$ cat src/rtl/debug_unit_cmd.sv
// rtl/debug_unit_cmd.sv - UART debug controller: IM load, run/step, state dump; optional breakpoint via DEBUG_BREAKPOINT_EN
module debug_unit_cmd #(
  parameter int                NBITS          = 32,
  parameter int                IM_ADDR_LENGTH = 32,
  parameter int                IM_DEPTH       = 256,
  parameter int                DM_ADDR_LENGTH = 32,
  parameter int                DM_DEPTH       = 32,
  parameter int                RBITS          = 5,
  parameter int                BANK_SIZE      = 32,
  parameter logic [NBITS-1:0]  HALT_WORD      = NBITS'(32'hFFFF_FFFF),
  parameter logic [NBITS-1:0]  CMD_LOAD       = NBITS'(32'h4C),
  parameter logic [NBITS-1:0]  CMD_RUN        = NBITS'(32'h52),
  parameter logic [NBITS-1:0]  CMD_STEP       = NBITS'(32'h53),
  parameter logic [NBITS-1:0]  CMD_DUMP       = NBITS'(32'h44)
) (
  input  logic                      clk,
  input  logic                      reset,
  input  logic [NBITS-1:0]          rx_Data,
  input  logic                      rx_done,
  input  logic                      tx_done,
  input  logic                      halt_flag,
  input  logic [NBITS-1:0]          current_PC,
  input  logic [NBITS-1:0]          clock_count,
  input  logic [NBITS-1:0]          RB_Data,
  input  logic [NBITS-1:0]          DM_Data,
  output logic [IM_ADDR_LENGTH-1:0] IM_Addr,
  output logic [NBITS-1:0]          IM_Data,
  output logic                      IM_We,
  output logic [RBITS-1:0]          RB_Addr,
  output logic [DM_ADDR_LENGTH-1:0] DM_Addr,
  output logic [NBITS-1:0]          tx_Data,
  output logic                      tx_start,
  output logic                      clock_enable,
  output logic                      o_rst,
  output logic                      busy
);

  // Dump index must cover the larger of the two memory sections.
  localparam int IW = $clog2((DM_DEPTH > BANK_SIZE) ? DM_DEPTH : BANK_SIZE) + 1;
  localparam logic [IW-1:0]             DM_LAST  = IW'(DM_DEPTH - 1);
  localparam logic [IW-1:0]             RB_LAST  = IW'(BANK_SIZE - 1);
  localparam logic [IM_ADDR_LENGTH-1:0] IM_LIMIT = IM_ADDR_LENGTH'(IM_DEPTH);
`ifdef DEBUG_BREAKPOINT_EN
  localparam logic [NBITS-1:0]          CMD_BP   = NBITS'(32'h42);
`endif

  typedef enum logic [3:0] {
    S_IDLE,
    S_LOAD,
    S_LOAD_DONE,
    S_RUN,
    S_STEP_CNT,
    S_STEP,
`ifdef DEBUG_BREAKPOINT_EN
    S_BP,
`endif
    S_SETUP,
    S_DM_WAIT,
    S_SEND,
    S_TX_WAIT
  } state_t;

  typedef enum logic [1:0] {SEC_PC, SEC_DM, SEC_RB, SEC_CC} sec_t;

  state_t                    state_q, state_d;
  sec_t                      sec_q, sec_d;
  logic [IW-1:0]             idx_q, idx_d;
  logic [IM_ADDR_LENGTH-1:0] load_idx_q, load_idx_d;
  logic [NBITS-1:0]          step_cnt_q, step_cnt_d;
  logic [IM_ADDR_LENGTH-1:0] im_addr_q, im_addr_d;
  logic [NBITS-1:0]          im_data_q, im_data_d;
  logic                      im_we_q, im_we_d;
  logic [RBITS-1:0]          rb_addr_q, rb_addr_d;
  logic [DM_ADDR_LENGTH-1:0] dm_addr_q, dm_addr_d;
  logic [NBITS-1:0]          tx_data_q, tx_data_d;
  logic                      tx_start_q, tx_start_d;
  logic                      ce_q, ce_d;
  logic                      o_rst_q, o_rst_d;
  logic                      busy_q, busy_d;
  logic                      stop_req;
`ifdef DEBUG_BREAKPOINT_EN
  logic [NBITS-1:0]          bp_q, bp_d;
`endif

  // Stop condition for RUN/STEP: CPU halt, or an enabled breakpoint PC match.
  always_comb begin
    stop_req = halt_flag;
`ifdef DEBUG_BREAKPOINT_EN
    if (bp_q[0] && (current_PC == {bp_q[NBITS-1:1], 1'b0})) begin
      stop_req = 1'b1;
    end
`endif
  end

  // Command decode, load/run/step control and the per-word dump sequencer.
  always_comb begin
    state_d    = state_q;
    sec_d      = sec_q;
    idx_d      = idx_q;
    load_idx_d = load_idx_q;
    step_cnt_d = step_cnt_q;
    im_addr_d  = im_addr_q;
    im_data_d  = im_data_q;
    im_we_d    = 1'b0;
    rb_addr_d  = rb_addr_q;
    dm_addr_d  = dm_addr_q;
    tx_data_d  = tx_data_q;
    tx_start_d = 1'b0;
    ce_d       = ce_q;
    o_rst_d    = o_rst_q;
`ifdef DEBUG_BREAKPOINT_EN
    bp_d       = bp_q;
`endif

    case (state_q)
      S_IDLE: begin
        ce_d = 1'b0;
        if (rx_done) begin
          if (rx_Data == CMD_LOAD) begin
            state_d    = S_LOAD;
            o_rst_d    = 1'b1;
            im_addr_d  = '0;
            load_idx_d = '0;
          end else if (rx_Data == CMD_RUN) begin
            state_d = S_RUN;
          end else if (rx_Data == CMD_STEP) begin
            state_d = S_STEP_CNT;
          end else if (rx_Data == CMD_DUMP) begin
            state_d = S_SETUP;
            sec_d   = SEC_PC;
            idx_d   = '0;
`ifdef DEBUG_BREAKPOINT_EN
          end else if (rx_Data == CMD_BP) begin
            state_d = S_BP;
`endif
          end
        end
      end
`ifdef DEBUG_BREAKPOINT_EN
      S_BP: begin
        if (rx_done) begin
          bp_d    = rx_Data;
          state_d = S_IDLE;
        end
      end
`endif
      // IM_Addr is registered alongside IM_We so it holds the write address
      // during the pulse; load_idx tracks the next slot and saturates.
      S_LOAD: begin
        if (rx_done) begin
          im_data_d = rx_Data;
          if (load_idx_q < IM_LIMIT) begin
            im_we_d    = 1'b1;
            im_addr_d  = load_idx_q;
            load_idx_d = load_idx_q + 1'b1;
          end
          if (rx_Data == HALT_WORD) begin
            state_d = S_LOAD_DONE;
          end
        end
      end
      S_LOAD_DONE: begin
        o_rst_d = 1'b0;
        state_d = S_IDLE;
      end
      S_RUN: begin
        ce_d = ~stop_req;
        if (stop_req) begin
          state_d = S_SETUP;
          sec_d   = SEC_PC;
          idx_d   = '0;
        end
      end
      S_STEP_CNT: begin
        if (rx_done) begin
          if (rx_Data == '0) begin
            state_d = S_SETUP;
            sec_d   = SEC_PC;
            idx_d   = '0;
          end else begin
            state_d    = S_STEP;
            step_cnt_d = rx_Data;
          end
        end
      end
      // The counter is consumed one per enable request, so exactly N enabled cycles follow.
      S_STEP: begin
        if (stop_req || (step_cnt_q == '0)) begin
          ce_d    = 1'b0;
          state_d = S_SETUP;
          sec_d   = SEC_PC;
          idx_d   = '0;
        end else begin
          ce_d       = 1'b1;
          step_cnt_d = step_cnt_q - 1'b1;
        end
      end
      S_SETUP: begin
        case (sec_q)
          SEC_DM: begin
            dm_addr_d = DM_ADDR_LENGTH'(idx_q);
            state_d   = S_DM_WAIT;
          end
          SEC_RB: begin
            rb_addr_d = RBITS'(idx_q);
            state_d   = S_SEND;
          end
          default: state_d = S_SEND;
        endcase
      end
      // Registered DM read: data for the new address appears one cycle later.
      S_DM_WAIT: begin
        state_d = S_SEND;
      end
      S_SEND: begin
        case (sec_q)
          SEC_PC:  tx_data_d = current_PC;
          SEC_DM:  tx_data_d = DM_Data;
          SEC_RB:  tx_data_d = RB_Data;
          default: tx_data_d = clock_count;
        endcase
        tx_start_d = 1'b1;
        state_d    = S_TX_WAIT;
      end
      S_TX_WAIT: begin
        if (tx_done) begin
          state_d = S_SETUP;
          case (sec_q)
            SEC_PC: begin
              sec_d = SEC_DM;
              idx_d = '0;
            end
            SEC_DM: begin
              if (idx_q == DM_LAST) begin
                sec_d = SEC_RB;
                idx_d = '0;
              end else begin
                idx_d = idx_q + 1'b1;
              end
            end
            SEC_RB: begin
              if (idx_q == RB_LAST) begin
                sec_d = SEC_CC;
                idx_d = '0;
              end else begin
                idx_d = idx_q + 1'b1;
              end
            end
            default: begin
              state_d   = S_IDLE;
              dm_addr_d = '0;
              rb_addr_d = '0;
            end
          endcase
        end
      end
      default: state_d = S_IDLE;
    endcase

    busy_d = (state_d != S_IDLE);
  end

  // State and registered outputs; reset holds the CPU in reset.
  always_ff @(posedge clk or negedge reset) begin
    if (!reset) begin
      state_q    <= S_IDLE;
      sec_q      <= SEC_PC;
      idx_q      <= '0;
      load_idx_q <= '0;
      step_cnt_q <= '0;
      im_addr_q  <= '0;
      im_data_q  <= '0;
      im_we_q    <= 1'b0;
      rb_addr_q  <= '0;
      dm_addr_q  <= '0;
      tx_data_q  <= '0;
      tx_start_q <= 1'b0;
      ce_q       <= 1'b0;
      o_rst_q    <= 1'b1;
      busy_q     <= 1'b0;
`ifdef DEBUG_BREAKPOINT_EN
      bp_q       <= '0;
`endif
    end else begin
      state_q    <= state_d;
      sec_q      <= sec_d;
      idx_q      <= idx_d;
      load_idx_q <= load_idx_d;
      step_cnt_q <= step_cnt_d;
      im_addr_q  <= im_addr_d;
      im_data_q  <= im_data_d;
      im_we_q    <= im_we_d;
      rb_addr_q  <= rb_addr_d;
      dm_addr_q  <= dm_addr_d;
      tx_data_q  <= tx_data_d;
      tx_start_q <= tx_start_d;
      ce_q       <= ce_d;
      o_rst_q    <= o_rst_d;
      busy_q     <= busy_d;
`ifdef DEBUG_BREAKPOINT_EN
      bp_q       <= bp_d;
`endif
    end
  end

  assign IM_Addr      = im_addr_q;
  assign IM_Data      = im_data_q;
  assign IM_We        = im_we_q;
  assign RB_Addr      = rb_addr_q;
  assign DM_Addr      = dm_addr_q;
  assign tx_Data      = tx_data_q;
  assign tx_start     = tx_start_q;
  assign clock_enable = ce_q;
  assign o_rst        = o_rst_q;
  assign busy         = busy_q;

endmodule

$ cat config.mk
export PLATFORM = sky130hd
export DESIGN_NAME = debug_unit_cmd
export DESIGN_NICKNAME = d
export VERILOG_FILES = /design/src/rtl/debug_unit_cmd.sv
export SDC_FILE = /design/constraint.sdc
export NUM_CORES = 1
export LEC_CHECK = 0
export CORE_MARGIN = 4
export CORE_UTILIZATION = 39
export DETAILED_ROUTE_END_ITERATION = 8
export PLACE_DENSITY = 0.8
export SLEW_MARGIN = 20
export SYNTH_ARGS = -nofsm -noshare
export SYNTH_HDL_FRONTEND = slang
export SYNTH_SLANG_ARGS = --single-unit
$ cat constraint.sdc
create_clock -name clk -period 3.5 [get_ports clk]
set_input_delay 0.7 -clock clk [delete_from_list [all_inputs] [get_ports clk]]
set_output_delay 0.7 -clock clk [all_outputs]
set_load 0.02 [all_outputs]
### After elaboration in Yosys (flattened, before gate mapping)

Cells that the tools add are included.

* $add $sub $neg: 3
* $mul: 0
* divide/modulo/power cells: 0
* order comparisons: 1
* eq/ne operators: 39
* shift operators: 0
* multiplexer cells: 72
* bitwise logic cells: 1
* reduce and logical (&&, ||, !) cells: 22

Operators with widths (number)
* 2-to-1 mux 32 bit: 12
* case mux 32 bit (2 select lines): 4
* equality test 32 x 7 -> 1 bit (second input constant): 4
* case mux 32 bit (3 select lines): 1
* 2-to-1 mux 6 bit: 11
* logical NOT 32 bit: 2
* 2-to-1 mux 4 bit: 12
* inequality test 2 bit (second input constant): 18
* case mux 4 bit (9 select lines): 1
* adder 32 x 1 -> 32 bit (second input constant): 1
* equality test 32 bit (second input constant): 1
* < comparator 32 x 9 -> 1 bit (second input constant): 1
* subtractor 32 x 1 -> 32 bit (second input constant): 1
* case mux 6 bit (5 select lines): 1
* 2-to-1 mux 2 bit: 13
* equality test 4 x 3 -> 1 bit (second input constant): 4
* 2-to-1 mux 5 bit: 3
* AND reduction 14 bit: 1
* case mux 6 bit (2 select lines): 1
* AND reduction 12 bit: 1
* AND reduction 4 bit: 3
* case mux 2 bit (5 select lines): 1
* case mux 5 bit (2 select lines): 1
* equality test 4 x 2 -> 1 bit (second input constant): 2
* other kinds (27): 38

* bits in registers: 214
* latch bits: 0
* RAM bits: 0
* ROM bits: 0
* input port bits: 165
* output and inout port bits: 138
* logic and storage cells: 153
* memories kept: 0

### Longest topological paths before layout

* word-level depth: 8
* depth in mapped cells: 10
* depth with buffers taken out: 8

### Least setup slack after synthesis

OpenSTA, ideal clock, no wires.

* kind: reg-to-reg
* start point: register step_cnt_q[0]
* end point: register idx_q[5]
* setup time: 0.124 ns
* arrival time: 2.944 ns
* slack: 0.433 ns
* cell stages (with the launch flop): 9
* clock period less this slack: 3.067 ns
* path through: dfrtp_1 -> inv_1 -> ha_1 -> or3b_2 -> or4_4 -> or3_4 -> a2111o_1 -> nand2b_4 -> a211o_1

* longest elaborated chain between the ends: 4

RTL lines
* from (decl): RTL line 69 `logic [NBITS-1:0] step_cnt_q, step_cnt_d;`
* from (signal assigned): RTL line 289 `step_cnt_q <= step_cnt_d;`
* logical NOT 32 bit: RTL line 188 `if (stop_req || (step_cnt_q == '0)) begin`
* logical OR 1 bit: RTL line 188
* inequality test 2 bit (no source line)
* AND reduction 12 bit (no source line)
* to (signal assigned): RTL line 287 `idx_q <= idx_d;`
* to (decl): RTL line 67 `logic [IW-1:0] idx_q, idx_d;`

Every way passes these cells.
A chain may end at the register's enable or synchronous reset.

### Final worst setup path

Ends and elaborated chain as after synthesis.

==> flow_summary.yaml <==
yosys:
  ys_seq_area_share_pct: 49.96
  synth_area_leaders: "dfrtp_1, o21ai_0, nor2_1"
  yosysWarnings: 0
  synth_top_cell_by_area: "dfrtp_1"
  synth_edf_count: 0
  ys_ff_latch: 188
  async_reset_ff_share_pct: 100.0
  synth-main-ff-cell: "dfrtp_1"
  synth.most_common_cell: "dfrtp_1"
  synth_cells: 1012
  synth_cell_types: 59
  yosysTopAreaCellShare_pct: 49.68
  synthesis.area_um2: 9419
  synthTopCellsByCount: "dfrtp_1, o21ai_0, nor2_1"
  postSynthAreaPerCell_um2: 9.307
run:
  drv_cap: 0
setup_path:
  crit_cells: 8
  critPathKind: "reg2reg"
  critPathMaxFanout: 6
  cp-start-kind: "flop"
  regToRegSetupSlack_ns: 0.21
  cp_top_family: "simple AND/OR/NAND/NOR gates"
  r2r_end: "idx_q[5]"
  path_buf_inv: 1
  timing.reg2reg.worst_path_depth: 8
  max_stage_delay_ns: 0.58
  worst_setup_path_end_kind: "flop"
  crit_path_top_delay_cell: "or4_4"
  cp.required_ns: 3.82
  crit_path_cell_trace: "inv_1, ha_1, or3b_2, or4_4, or3_4, a2111o_1, nand2b_4, a211o_1"
  timing.rr.start: "step_cnt_q[0]"
  arrival_ns: 3.61
timing:
  maxSlewHeadroom_pct: 28.19
  finalCritPeriodShare_pct: 94.04
  fin_skew_ns: 0.009653
  tns_ns: 0
  setup_viol: 0
  max_slew.worst_pin.slew_ns: 1.077
  hold_violations: 0
  period_needed_ns: 3.291
  max_freq_ghz: 0.3038
  rsz0062_at_grt: "false"
  slew_violations: 0
cts:
  clock-sinks: 188
  cts_tree: "built"
  post_cts_buffers: 0
  clock_path_buffers: 2
  worstSkewPairLatency_ns: 0.43
  cts-buffers-inserted: 17
  cts.repair.resized: 0
  path_clk_slew_ns: 0.07
  cts_max_level: 4
  clockRootBuffer: "clkbuf_16"
  ctsHoldBuffers: 0
place:
  portBuffers: 276
  dp_hpwl_um: 20910
  placed_cell_area_um2: 12520
  gp_congestion: 0.8851
finish:
  insertedDiodeCount: 0
  areaGrowthSynthToFinish_pct: 39.64
  finalInstanceArea_um2: 13150
  drive_gt1_share_pct: 9.204
  final_nets: 1441
drt:
  first_iter_violations: 804
  drt-pass1-iter-count: 6
  routedWlPerCell_um: 17.65
  drc_errors: 0
  ant_nets: 0
  totalWireLength_um: 28260
  vias: 8767
  routed_via_density: 5.476
pwr:
  ir_drop_uv: 270.6
  p_per_area_nw_per_um2: 352.4
  p_leak_nw: 5.902
  p_total_mw: 4.635
global_routing:
  grt_usage_pct: 20.56
  grt_overflow: 0
  antenna_found_initial: 0
  grt_max_degree: 95
  grt_pass1_vias: 8675
  grt_pass1_wl_um: 44750
min_path:
  min_path_type: "in2async"
floorplan:
  row_count: 56
  die_w_um: 163.4
  fp.coreArea_um2: 23610
  ios: 303
  fp.dieH_um: 163.4
  start_util_pct: 39.89
  dieArea_um2: 26700
run_status:
  status: "finished clean"
-- layout by cell type (no fill, tap or decap), drive strengths merged, types with 4 or more instances in the layout --
| cell | Yosys | final |
|---|---|---|
| a211oi | 5 | 5 |
| a21oi | 69 | 69 |
| a222oi | 32 | 32 |
| a22oi | 12 | 12 |
| a31oi | 14 | 14 |
| and2 | 28 | 28 |
| and3 | 11 | 11 |
| buf | 33 | 33 |
| clkbuf | 63 | 18 |
| clkdlybuf4s50 | 0 | 275 |
| clkinvlp | 0 | 4 |
| conb | 1 | 26 |
| dfrtp | 187 | 187 |
| ha | 7 | 7 |
| inv | 12 | 18 |
| mux2 | 33 | 33 |
| nand2 | 90 | 90 |
| nand2b | 11 | 11 |
| nand3 | 21 | 21 |
| nand4 | 17 | 17 |
| nor2 | 100 | 100 |
| nor2b | 17 | 17 |
| nor3 | 27 | 27 |
| nor4 | 29 | 29 |
| o21ai | 117 | 117 |
| o22a | 4 | 4 |
| o31ai | 4 | 4 |
| or2 | 5 | 5 |
| or3 | 10 | 10 |
| or4 | 10 | 10 |
-- logic make-up after synthesis --
family	count (synthesis)	synth area share (%)
buf+inv	108	5.380
mux	34	4.052
compound gates	284	18.78
fa+ha+maj	7	0.9298
flops	188	49.96
simple gates	389	20.76
other cells	1	0.03981
xor+xnor	1	0.09300
-- state kept, by name, summed over array words and instances, names as in the netlist --
name	flops
IM_Addr	32
IM_Data	32
load_idx_q	32
step_cnt_q	32
tx_Data	32
DM_Addr	6
idx_q	6
RB_Addr	5
state_q	4
sec_q	2
IM_We	1
busy	1
clock_enable	1
o_rst	1
tx_start	1
-- power by group --
part	internal, mW	switching (mW)	leakage, nW
Combinational	0.212	0.177	3.18
Clock	1.15	0.911	0.295
Sequential	2.18	0.00574	2.43
Total	3.54	1.09	5.90
-- metal layers --
metal | share of wire [%] | track usage, %
met1 | 41 | 26.43
met2 | 49 | 34.85
met3 | 7.9 | 4.946
met4 | 1.9 | 5.642
met5 | 0 | 0
-- through the flow --
stage | worst slack, ns | utilization [%] | cells | hold WS [ns]
2_1_floorplan | 0.4325 | - | 1037 | 0.4044
3_3_place_gp | 0.2038 | 53.03 | 1569 | 0.4492
3_5_place_dp | 0.1589 | 53.03 | 1569 | 0.4604
4_1_cts | 0.2102 | 55.70 | 1601 | 0.3558
5_1_grt | 0.09748 | 55.70 | 1601 | 0.3466
6_report | 0.2088 | 55.70 | 1601 | 0.2987
-- final cells by class --
| cell class | instances | area (um2) |
|---|---|---|
| clock inverter | 15 | 205.2 |
| inverter | 12 | 45.04 |
| multi-input combinational | 741 | 4333 |
| fill | 2063 | 10460 |
| clock buffer | 17 | 425.4 |
| tap | 319 | 399.1 |
| timing repair buffer | 309 | 3039 |
| sequential | 188 | 4706 |
-- how the worst max path moves through the flow --
stage | start | endpoint | slack (ns)
global route | step_cnt_q[0] | idx_q[5] | 0.1
CTS | step_cnt_q[0] | idx_q[5] | 0.21
global placement | rx_Data[0] | sec_q[0] | 0.20
finish | step_cnt_q[0] | idx_q[5] | 0.21
floorplan | step_cnt_q[0] | idx_q[5] | 0.43
detailed placement | rx_Data[0] | sec_q[0] | 0.16
No activity file was read; power rests on OpenSTA's default activity.
